[config.mk]
export PLATFORM = sky130hd
export DESIGN_NAME = memory_display_controller
export DESIGN_NICKNAME = d
export VERILOG_FILES = /design/src/rtl/display_pkg.sv /design/src/rtl/button_debouncer.sv /design/src/rtl/memory_display_controller.sv
export SDC_FILE = /design/constraint.sdc
export NUM_CORES = 1
export LEC_CHECK = 0
export CAP_MARGIN = 10
export CORE_ASPECT_RATIO = 0.5
export CORE_UTILIZATION = 45
export DETAILED_ROUTE_END_ITERATION = 12
export DONT_BUFFER_PORTS = 1
export SLEW_MARGIN = 25
export SYNTH_ARGS = -nofsm -noshare
export SYNTH_HDL_FRONTEND = slang
export SYNTH_HIERARCHICAL = 1
export SYNTH_SLANG_ARGS = --single-unit
[constraint.sdc]
create_clock -name clk -period 4.6 [get_ports clk]
set_input_delay 0.46 -clock clk [delete_from_list [all_inputs] [get_ports clk]]
set_output_delay 0.46 -clock clk [all_outputs]
set_load 0.02 [all_outputs]
[src/rtl/display_pkg.sv]
// Shared types, constants and the hex-to-segment decoder for the memory display controller.
package display_pkg;

   typedef enum logic [1:0] {
      MODE_MEM  = 2'd0,
      MODE_INST = 2'd1,
      MODE_AUTO = 2'd2
   } mode_e;

   // Active-low segments: all off.
   localparam logic [6:0] SEG_BLANK = 7'h7F;

   // Active-low {g,f,e,d,c,b,a} pattern for one hex nibble.
   function automatic logic [6:0] hex_to_seg(input logic [3:0] nib);
      logic [6:0] seg;
      seg = SEG_BLANK;
      unique case (nib)
         4'h0: seg = 7'h40;
         4'h1: seg = 7'h79;
         4'h2: seg = 7'h24;
         4'h3: seg = 7'h30;
         4'h4: seg = 7'h19;
         4'h5: seg = 7'h12;
         4'h6: seg = 7'h02;
         4'h7: seg = 7'h78;
         4'h8: seg = 7'h00;
         4'h9: seg = 7'h10;
         4'hA: seg = 7'h08;
         4'hB: seg = 7'h03;
         4'hC: seg = 7'h46;
         4'hD: seg = 7'h21;
         4'hE: seg = 7'h06;
         4'hF: seg = 7'h0E;
         default: seg = SEG_BLANK;
      endcase
      return seg;
   endfunction

endpackage

[src/rtl/button_debouncer.sv]
// Raw button -> 2-FF synchroniser -> stable-count debounce -> one-cycle rising-edge pulse.
module button_debouncer #(
   parameter int unsigned CYCLES = 1_000_000
) (
   input  logic clk,
   input  logic reset,
   input  logic btn_i,
   output logic press_o
);

   localparam int unsigned CntW = (CYCLES > 1) ? $clog2(CYCLES) : 1;
   localparam logic [CntW-1:0] CntMax = CntW'(CYCLES - 1);

   logic            sync1_q, sync2_q;
   logic            level_q, level_d;
   logic [CntW-1:0] cnt_q, cnt_d;
   logic            press_q, press_d;

   // Count consecutive samples that disagree with the accepted level; any agreeing sample restarts.
   always_comb begin
      cnt_d   = '0;
      level_d = level_q;
      if (sync2_q != level_q) begin
         if (cnt_q == CntMax) begin
            level_d = sync2_q;
         end else begin
            cnt_d = cnt_q + 1'b1;
         end
      end
      press_d = level_d & ~level_q;
   end

   // Synchroniser and debounce state.
   always_ff @(posedge clk) begin
      if (reset) begin
         sync1_q <= 1'b0;
         sync2_q <= 1'b0;
         level_q <= 1'b0;
         cnt_q   <= '0;
         press_q <= 1'b0;
      end else begin
         sync1_q <= btn_i;
         sync2_q <= sync1_q;
         level_q <= level_d;
         cnt_q   <= cnt_d;
         press_q <= press_d;
      end
   end

   assign press_o = press_q;

endmodule

[src/rtl/memory_display_controller.sv]
// Debug viewer: steps a data-memory inspect address with buttons and shows memory contents or the
// current instruction in hex on a 4-digit multiplexed seven-segment display.
module memory_display_controller
   import display_pkg::*;
#(
   parameter int unsigned DEBOUNCE_CYCLES = 1_000_000,
   parameter int unsigned REFRESH_DIV     = 100_000,
   parameter int unsigned AUTO_STEP_DIV   = 100_000_000
) (
   input  logic        clk,
   input  logic        reset,
   input  logic        btn_next,
   input  logic        btn_prev,
   input  logic        btn_mode,
   input  logic [15:0] curr_inst,
   input  logic [7:0]  data_on_dm,
   output logic [3:0]  addr_on_dm,
   output logic [6:0]  seg,
   output logic        dp,
   output logic [3:0]  an
);

   localparam int unsigned RefW  = (REFRESH_DIV > 1) ? $clog2(REFRESH_DIV) : 1;
   localparam int unsigned StepW = (AUTO_STEP_DIV > 1) ? $clog2(AUTO_STEP_DIV) : 1;
   localparam logic [RefW-1:0]  RefMax  = RefW'(REFRESH_DIV - 1);
   localparam logic [StepW-1:0] StepMax = StepW'(AUTO_STEP_DIV - 1);

   logic next_press, prev_press, mode_press;

   button_debouncer #(.CYCLES(DEBOUNCE_CYCLES)) u_deb_next (
      .clk(clk), .reset(reset), .btn_i(btn_next), .press_o(next_press)
   );
   button_debouncer #(.CYCLES(DEBOUNCE_CYCLES)) u_deb_prev (
      .clk(clk), .reset(reset), .btn_i(btn_prev), .press_o(prev_press)
   );
   button_debouncer #(.CYCLES(DEBOUNCE_CYCLES)) u_deb_mode (
      .clk(clk), .reset(reset), .btn_i(btn_mode), .press_o(mode_press)
   );

   mode_e             mode_q, mode_d;
   logic [3:0]        addr_q, addr_d;
   logic [StepW-1:0]  step_cnt_q, step_cnt_d;
   logic              step_tick;
   logic [RefW-1:0]   ref_cnt_q, ref_cnt_d;
   logic [1:0]        digit_sel_q, digit_sel_d;
   logic [7:0]        disp_data_q;
   logic [15:0]       disp_inst_q;
   logic [6:0]        seg_q, seg_d;
   logic              dp_q, dp_d;
   logic [3:0]        an_q, an_d;
   logic [3:0]        nibble;
   logic              blank;

   // Mode FSM, auto-step counter and inspect address; a mode press pre-empts any address change.
   always_comb begin
      mode_d     = mode_q;
      addr_d     = addr_q;
      step_cnt_d = step_cnt_q;
      step_tick  = 1'b0;
      if (mode_q == MODE_AUTO) begin
         if (step_cnt_q == StepMax) begin
            step_cnt_d = '0;
            step_tick  = 1'b1;
         end else begin
            step_cnt_d = step_cnt_q + 1'b1;
         end
      end
      if (mode_press) begin
         step_cnt_d = '0;
         unique case (mode_q)
            MODE_MEM:  mode_d = MODE_INST;
            MODE_INST: mode_d = MODE_AUTO;
            default:   mode_d = MODE_MEM;
         endcase
      end else begin
         unique case (mode_q)
            MODE_MEM: begin
               if (next_press && !prev_press) begin
                  addr_d = addr_q + 4'd1;
               end else if (prev_press && !next_press) begin
                  addr_d = addr_q - 4'd1;
               end
            end
            MODE_AUTO: begin
               if (step_tick) begin
                  addr_d = addr_q + 4'd1;
               end
            end
            default: addr_d = addr_q;
         endcase
      end
   end

   // Refresh divider and digit select.
   always_comb begin
      ref_cnt_d   = ref_cnt_q + 1'b1;
      digit_sel_d = digit_sel_q;
      if (ref_cnt_q == RefMax) begin
         ref_cnt_d   = '0;
         digit_sel_d = digit_sel_q + 2'd1;
      end
   end

   // Digit content for the currently selected position.
   always_comb begin
      nibble = 4'h0;
      blank  = 1'b0;
      dp_d   = 1'b1;
      if (mode_q == MODE_INST) begin
         nibble = disp_inst_q[{digit_sel_q, 2'b00} +: 4];
      end else begin
         case (digit_sel_q)
            2'd3: nibble = addr_q;
            2'd2: blank  = 1'b1;
            2'd1: nibble = disp_data_q[7:4];
            default: nibble = disp_data_q[3:0];
         endcase
         if (mode_q == MODE_AUTO && digit_sel_q == 2'd3) begin
            dp_d = 1'b0;
         end
      end
      seg_d = blank ? SEG_BLANK : hex_to_seg(nibble);
      an_d  = blank ? 4'hF : ~(4'b0001 << digit_sel_q);
   end

   // All state, including registered display outputs and captured processor values.
   always_ff @(posedge clk) begin
      if (reset) begin
         mode_q      <= MODE_MEM;
         addr_q      <= 4'h0;
         step_cnt_q  <= '0;
         ref_cnt_q   <= '0;
         digit_sel_q <= 2'd0;
         disp_data_q <= 8'h00;
         disp_inst_q <= 16'h0000;
         seg_q       <= SEG_BLANK;
         dp_q        <= 1'b1;
         an_q        <= 4'hF;
      end else begin
         mode_q      <= mode_d;
         addr_q      <= addr_d;
         step_cnt_q  <= step_cnt_d;
         ref_cnt_q   <= ref_cnt_d;
         digit_sel_q <= digit_sel_d;
         disp_data_q <= data_on_dm;
         disp_inst_q <= curr_inst;
         seg_q       <= seg_d;
         dp_q        <= dp_d;
         an_q        <= an_d;
      end
   end

   assign addr_on_dm = addr_q;
   assign seg        = seg_q;
   assign dp         = dp_q;
   assign an         = an_q;

endmodule

== Yosys cells after proc, flatten, opt, wreduce, memory -nomap -nowiden ==
Memory sizes are Yosys's and may differ from the RTL's. A register that Yosys moved wholly into a read port is not among the register bits.
Cells that the tools add are included.

* Bits of input ports: 29
* Output and inout bits: 16
* Flip-flop bits (word level): 153
* Memory bits (read-only): 112
* Word-level logic and storage cells: 95
* Memories: 1

{| class="wikitable"
|+ Memories
! name !! words !! width !! rd ports !! clocked after memory_dff !! write ports !! line !! source
|-
| (name not given) || 16 || 7 || 1 || 1 || 0 || display_pkg.sv:17 || <nowiki>unique case (nib)</nowiki>
|}

* Shift operators: 2
* $add $sub $neg: 8
* Bitwise logic cells: 11
* Reductions and logical operators: 15
* Mux-type cells: 19
* Equal/unequal tests: 15

{| class="wikitable"
|+ Operators with widths
! operator !! count
|-
| 20-bit by 1-bit adder with 20-bit output, second input constant || 3
|-
| 20-bit == test, second input constant || 3
|-
| 27-bit by 1-bit adder with 27-bit output, second input constant || 1
|-
| 27-bit == test, second input constant || 1
|-
| 27-bit two-way mux || 1
|-
| 17-bit by 1-bit adder with 17-bit output, second input constant || 1
|-
| 17-bit == test, second input constant || 1
|-
| 4-bit two-way mux || 4
|-
| 16-bit by 5-bit indexed part select with 4-bit output || 1
|-
| 4-bit case mux with 3 select lines || 1
|-
| 1-bit two-way mux || 11
|-
| 3-bit OR reduction || 3
|-
| 4-bit case mux with 2 select lines || 1
|-
| 2-bit OR reduction || 4
|-
| 1-bit NOT || 7
|-
| 2-bit == test, second input constant || 3
|-
| 4-bit by 1-bit adder with 4-bit output, second input constant || 1
|-
| 2-bit by 1-bit == test with 1-bit output, second input constant || 2
|-
| 4-bit NOT || 1
|-
| 2-bit case mux with 2 select lines || 1
|-
| 4-bit AND reduction || 1
|-
| 1-bit by 2-bit << shifter with 4-bit output, first input constant || 1
|-
| 4-bit by 1-bit subtractor with 4-bit output, second input constant || 1
|-
| 1-bit AND || 3
|-
| other kinds (8) || 13
|}

== Depth between registers and ports, before layout ==
* Word-level depth: 5
* Depth in mapped cells: 10
* Depth with buffers taken out: 9

== Modules after synthesis ==
Netlist, hierarchy kept.

{| class="wikitable"
|+ Modules (own cells, without submodules)
! module !! seq. area each (µm²) !! cells each !! area each (µm²) !! times used
|-
| memory_display_controller || 1,761.7 || 436 || 3,992.6 || 1
|-
| button_debouncer || 480.5 || 117 || 1,041.0 || 3
|}

== Worst setup path after synthesis ==
OpenSTA, ideal clock, no wires.

* Kind: register -> register
* Start: register digit_sel_q[1]
* End: register seg_q[3] (netlist: seg[3])
* Setup slack: 2.057 ns
* Required time: 4.464 ns
* Stages on the path, launching flop included: 11
* Clock period less this slack: 2.543 ns
* Path buffers: 1
* Library setup time: 0.136 ns
* Data arrival time: 2.407 ns
* Cell sequence: dfxtp_1 -> buf_2 -> inv_1 -> ha_1 -> a221o_1 -> nand3_1 -> o221a_2 -> inv_1 -> ha_1 -> mux4_2 -> nand2b_1

* Cells in the longest elaborated chain, start to end: 4
* Elaborated cells on any way between the ends: 9
* Those cells by class: eq/ne (3); shift (1); mux (4); reduce/logical (1)

{| class="wikitable"
|+ Ends and longest elaborated chain
! item !! line !! source
|-
| start, declared || memory_display_controller.sv:45 || <nowiki>logic [1:0] digit_sel_q, digit_sel_d;</nowiki>
|-
| start signal, assigned || memory_display_controller.sv:144 || <nowiki>digit_sel_q <= digit_sel_d;</nowiki>
|-
| parallel branches: the longest is 4 deep, another holds 16-bit by 5-bit indexed part select with 4-bit output || - ||
|-
| end, declared || memory_display_controller.sv:48 || <nowiki>logic [6:0] seg_q, seg_d;</nowiki>
|}

Several ways; the timed one is not identified.
A chain may end at the register's enable or synchronous reset.

== Final worst setup path ==
Same ends and word-level chain as after synthesis.

==> impl_metrics.json <==
{
  "die_w_microns": 179.8,
  "synth_area_sq_um": 7116,
  "final_cells": 1007,
  "switchingPower_mw": 0.6520,
  "ys_seq_area_share_pct": 45.01,
  "cts_buffers": 17,
  "cts_root_buf": "clkbuf_16",
  "drive_above_1_share_pct": 6.733,
  "crit_path_max_fanout": 12,
  "min-delay-start": "reset",
  "die_area_sq_um": 16350,
  "violations": "DRC",
  "p_per_area_nw_per_um2": 357.0,
  "r2r_cells": 9,
  "worst_slew_pin_slew_ns": 0.7149,
  "port_buffers": 0,
  "arrival_ns": 3.24,
  "clock_latency_ns": 0.42,
  "pwr-share-clk_pct": 46.9,
  "synth_area_per_cell_sq_um": 9.041,
  "holdPathStages": 1,
  "hpwlAfterDp_mm": 9.216,
  "setup_viol": 0,
  "first_pass_iters": 10,
  "final_common_cell": "dfxtp_1",
  "finalHoldViolations": 0,
  "grt_pass1_wl_mm": 22.83,
  "grt_pass1_vias": 4838,
  "leakage_nw": 2.669,
  "fmax_ghz": 0.3378,
  "p_int_mw": 2.153,
  "ioPinCount": 45,
  "fin_tns_setup_ns": 0,
  "row_count": 32,
  "min_path_type": "primary input to flop",
  "drt_wl_total_mm": 13.32,
  "synth_fp_nets": 835,
  "reg2reg_setup_slack_ns": 1.64,
  "worstPathRequired_ns": 4.88,
  "yosysUniqueCellTypes": 58,
  "slew_headroom_pct": 52.34,
  "fin_worst_skew_ns": 0.01071,
  "netlist_instances": 787,
  "r2r_end": "seg[3]",
  "synth_edf_count": 0,
  "postRouteAntennaNets": 0,
  "drc": 10,
  "clkSlewWorstSetupHoldPaths_ns": 0.07,
  "num_vias": 5288,
  "syn_to_final_growth_pct": 10.43,
  "via_per_inst": 5.251,
  "synth.area.top_cells": "dfxtp_1 (45%), nor2_1 (5.3%), xnor2_1 (5.0%)",
  "core-area_sq_um": 15410,
  "maxCapViolations": 0,
  "fin_crit_ns": 2.960,
  "final_cell_mix": "dfxtp_1 (160), nor2_1 (100), nand2_1 (54), nand3_1 (48), xnor2_1 (41)",
  "place_congestion": 0.8274,
  "synth.largest_area_cell": "dfxtp_1",
  "comb_power_share_pct": 2.2,
  "min_to": "u_deb_next/press_o",
  "crit_path_end_kind": "flop",
  "cp-start-kind": "flop",
  "wl_per_cell_microns": 13.23,
  "ys_ff_latch": 160,
  "die_y_microns": 90.92,
  "pwr-share-seq_pct": 50.9,
  "maxSlewViolCount": 0,
  "status": "complete, but fails checks",
  "synthFlopType": "dfxtp_1",
  "grt_use_total_pct": 17.13,
  "crit_type": "flop to flop",
  "cts.repair.resized": 0,
  "synth_warnings": 6,
  "holdBufCountCts": 0,
  "ir_worst_vdd_mv": 0.2923,
  "drtIter0Drc": 267,
  "dp_cells": 974,
  "period_share_pct": 64.35,
  "cts_max_level": 4,
  "synthArstFlopShare_pct": 0,
  "cts_sinks": 160,
  "synth_top_area_share_pct": 45.01,
  "grt_overflow": 0,
  "rr_startpoint": "digit_sel_q[1]",
  "grt_max_degree": 55,
  "cts_tree": "yes",
  "floorplan.initialDensity_pct": 46.16,
  "clk_path_buf_depth": 2,
  "post_cts_buffers": 0,
  "antenna_found_initial": 0,
  "swShare_pct": 23.25,
  "rsz0062_at_grt": "no",
  "final_nets": 837
}
==> power by group through the flow <==
stage,registers (mW),logic [mW],clock network (mW)
6_report,1.43,0.0617,1.31
5_1_grt,1.43,0.0697,1.42
4_1_cts,1.43,0.0629,1.35
3_5_place_dp,1.46,0.0627,0
3_3_place_gp,1.46,0.0608,0
2_1_floorplan,1.46,0.0558,0
==> critical path, cell delays in order (launching register included) <==
cell	delay, ns
dfxtp_1	0.71
inv_1	0.18
ha_1	0.29
a22oi_1	0.17
o21ai_0	0.09
a21oi_1	0.33
inv_1	0.18
ha_1	0.27
mux4_2	0.45
nand2b_1	0.15
==> Yosys cell counts (all sizes together), types with 16 or more instances <==
cell type / n
and3: 16
nor2: 100
nor2b: 38
inv: 23
dfxtp: 160
nand3: 48
or4: 17
o21ai: 19
xor2: 37
nand2: 54
a21oi: 32
or3: 20
ha: 19
xnor2: 41
nand4: 25
==> area by class of cell <==
type | instances | area (sq um)
Sequential cell | 160 | 3203
Timing Repair Buffer | 6 | 45.04
Clock inverter | 13 | 103.9
Inverter | 23 | 86.33
Fill cell | 1406 | 7557
Antenna cell | 1 | 2.502
Clock buffer | 19 | 442.9
Multi-Input combinational cell | 581 | 3719
Tap cell | 204 | 255.2
==> registers in the layout (all words and copies together), names as in the netlist, 4 cells and up <==
register and count:
addr_on_dm 4, u_deb_mode/cnt_q 20, disp_data_q 8, step_cnt_q 27, u_deb_next/cnt_q 20, u_deb_prev/cnt_q 20, ref_cnt_q 17, seg 7
disp_inst_q 16, an 4
==> worst max-delay path by stage <==
stage / from / to / cells past startpoint
2_1_floorplan: digit_sel_q[1] / seg[3] / 10
3_3_place_gp: digit_sel_q[1] / seg[3] / 9
3_5_place_dp: digit_sel_q[1] / seg[3] / 9
4_1_cts: digit_sel_q[1] / seg[3] / 9
5_1_grt: digit_sel_q[1] / seg[3] / 9
6_report: digit_sel_q[1] / seg[3] / 9
==> per-stage QoR <==
stage	setup slack, ns	total power [mW]	util [%]	instance area, sq um	hold WS [ns]
6_report	1.640	2.805	50.97	7858	0.1220
4_1_cts	1.664	2.840	50.96	7855	0.09800
2_1_floorplan	2.057	1.512	-	7116	0.4132
5_1_grt	1.421	2.916	50.96	7855	0.09678
3_5_place_dp	1.681	1.523	47.41	7308	0.4313
3_3_place_gp	1.791	1.522	47.41	7308	0.4268
==> logic make-up (layout without fill, tap and decap cells) <==
logic type	Yosys count	in the layout	share of synthesized area, %
buffers and inverters	46	61	2.796
xor gates and xnor gates	78	78	9.601
AOI/OAI and AO/OA	86	86	7.719
other	0	1	0
adders and majority gates	19	19	3.341
and+or+nand+nor	381	381	28.94
DFF	160	160	45.01
muxes	17	17	2.585
==> routing by layer <==
layer,wire (microns),track usage [%],share of wire [%],up-vias
met5,0,0,0,-
met4,133,5.675,1.0,0
met3,469,4.153,3.5,11
li1,-,-,-,2765
met2,5691,26.33,43,66
met1,7023,23.51,53,2446
Power figures use the tool's default switching activity.
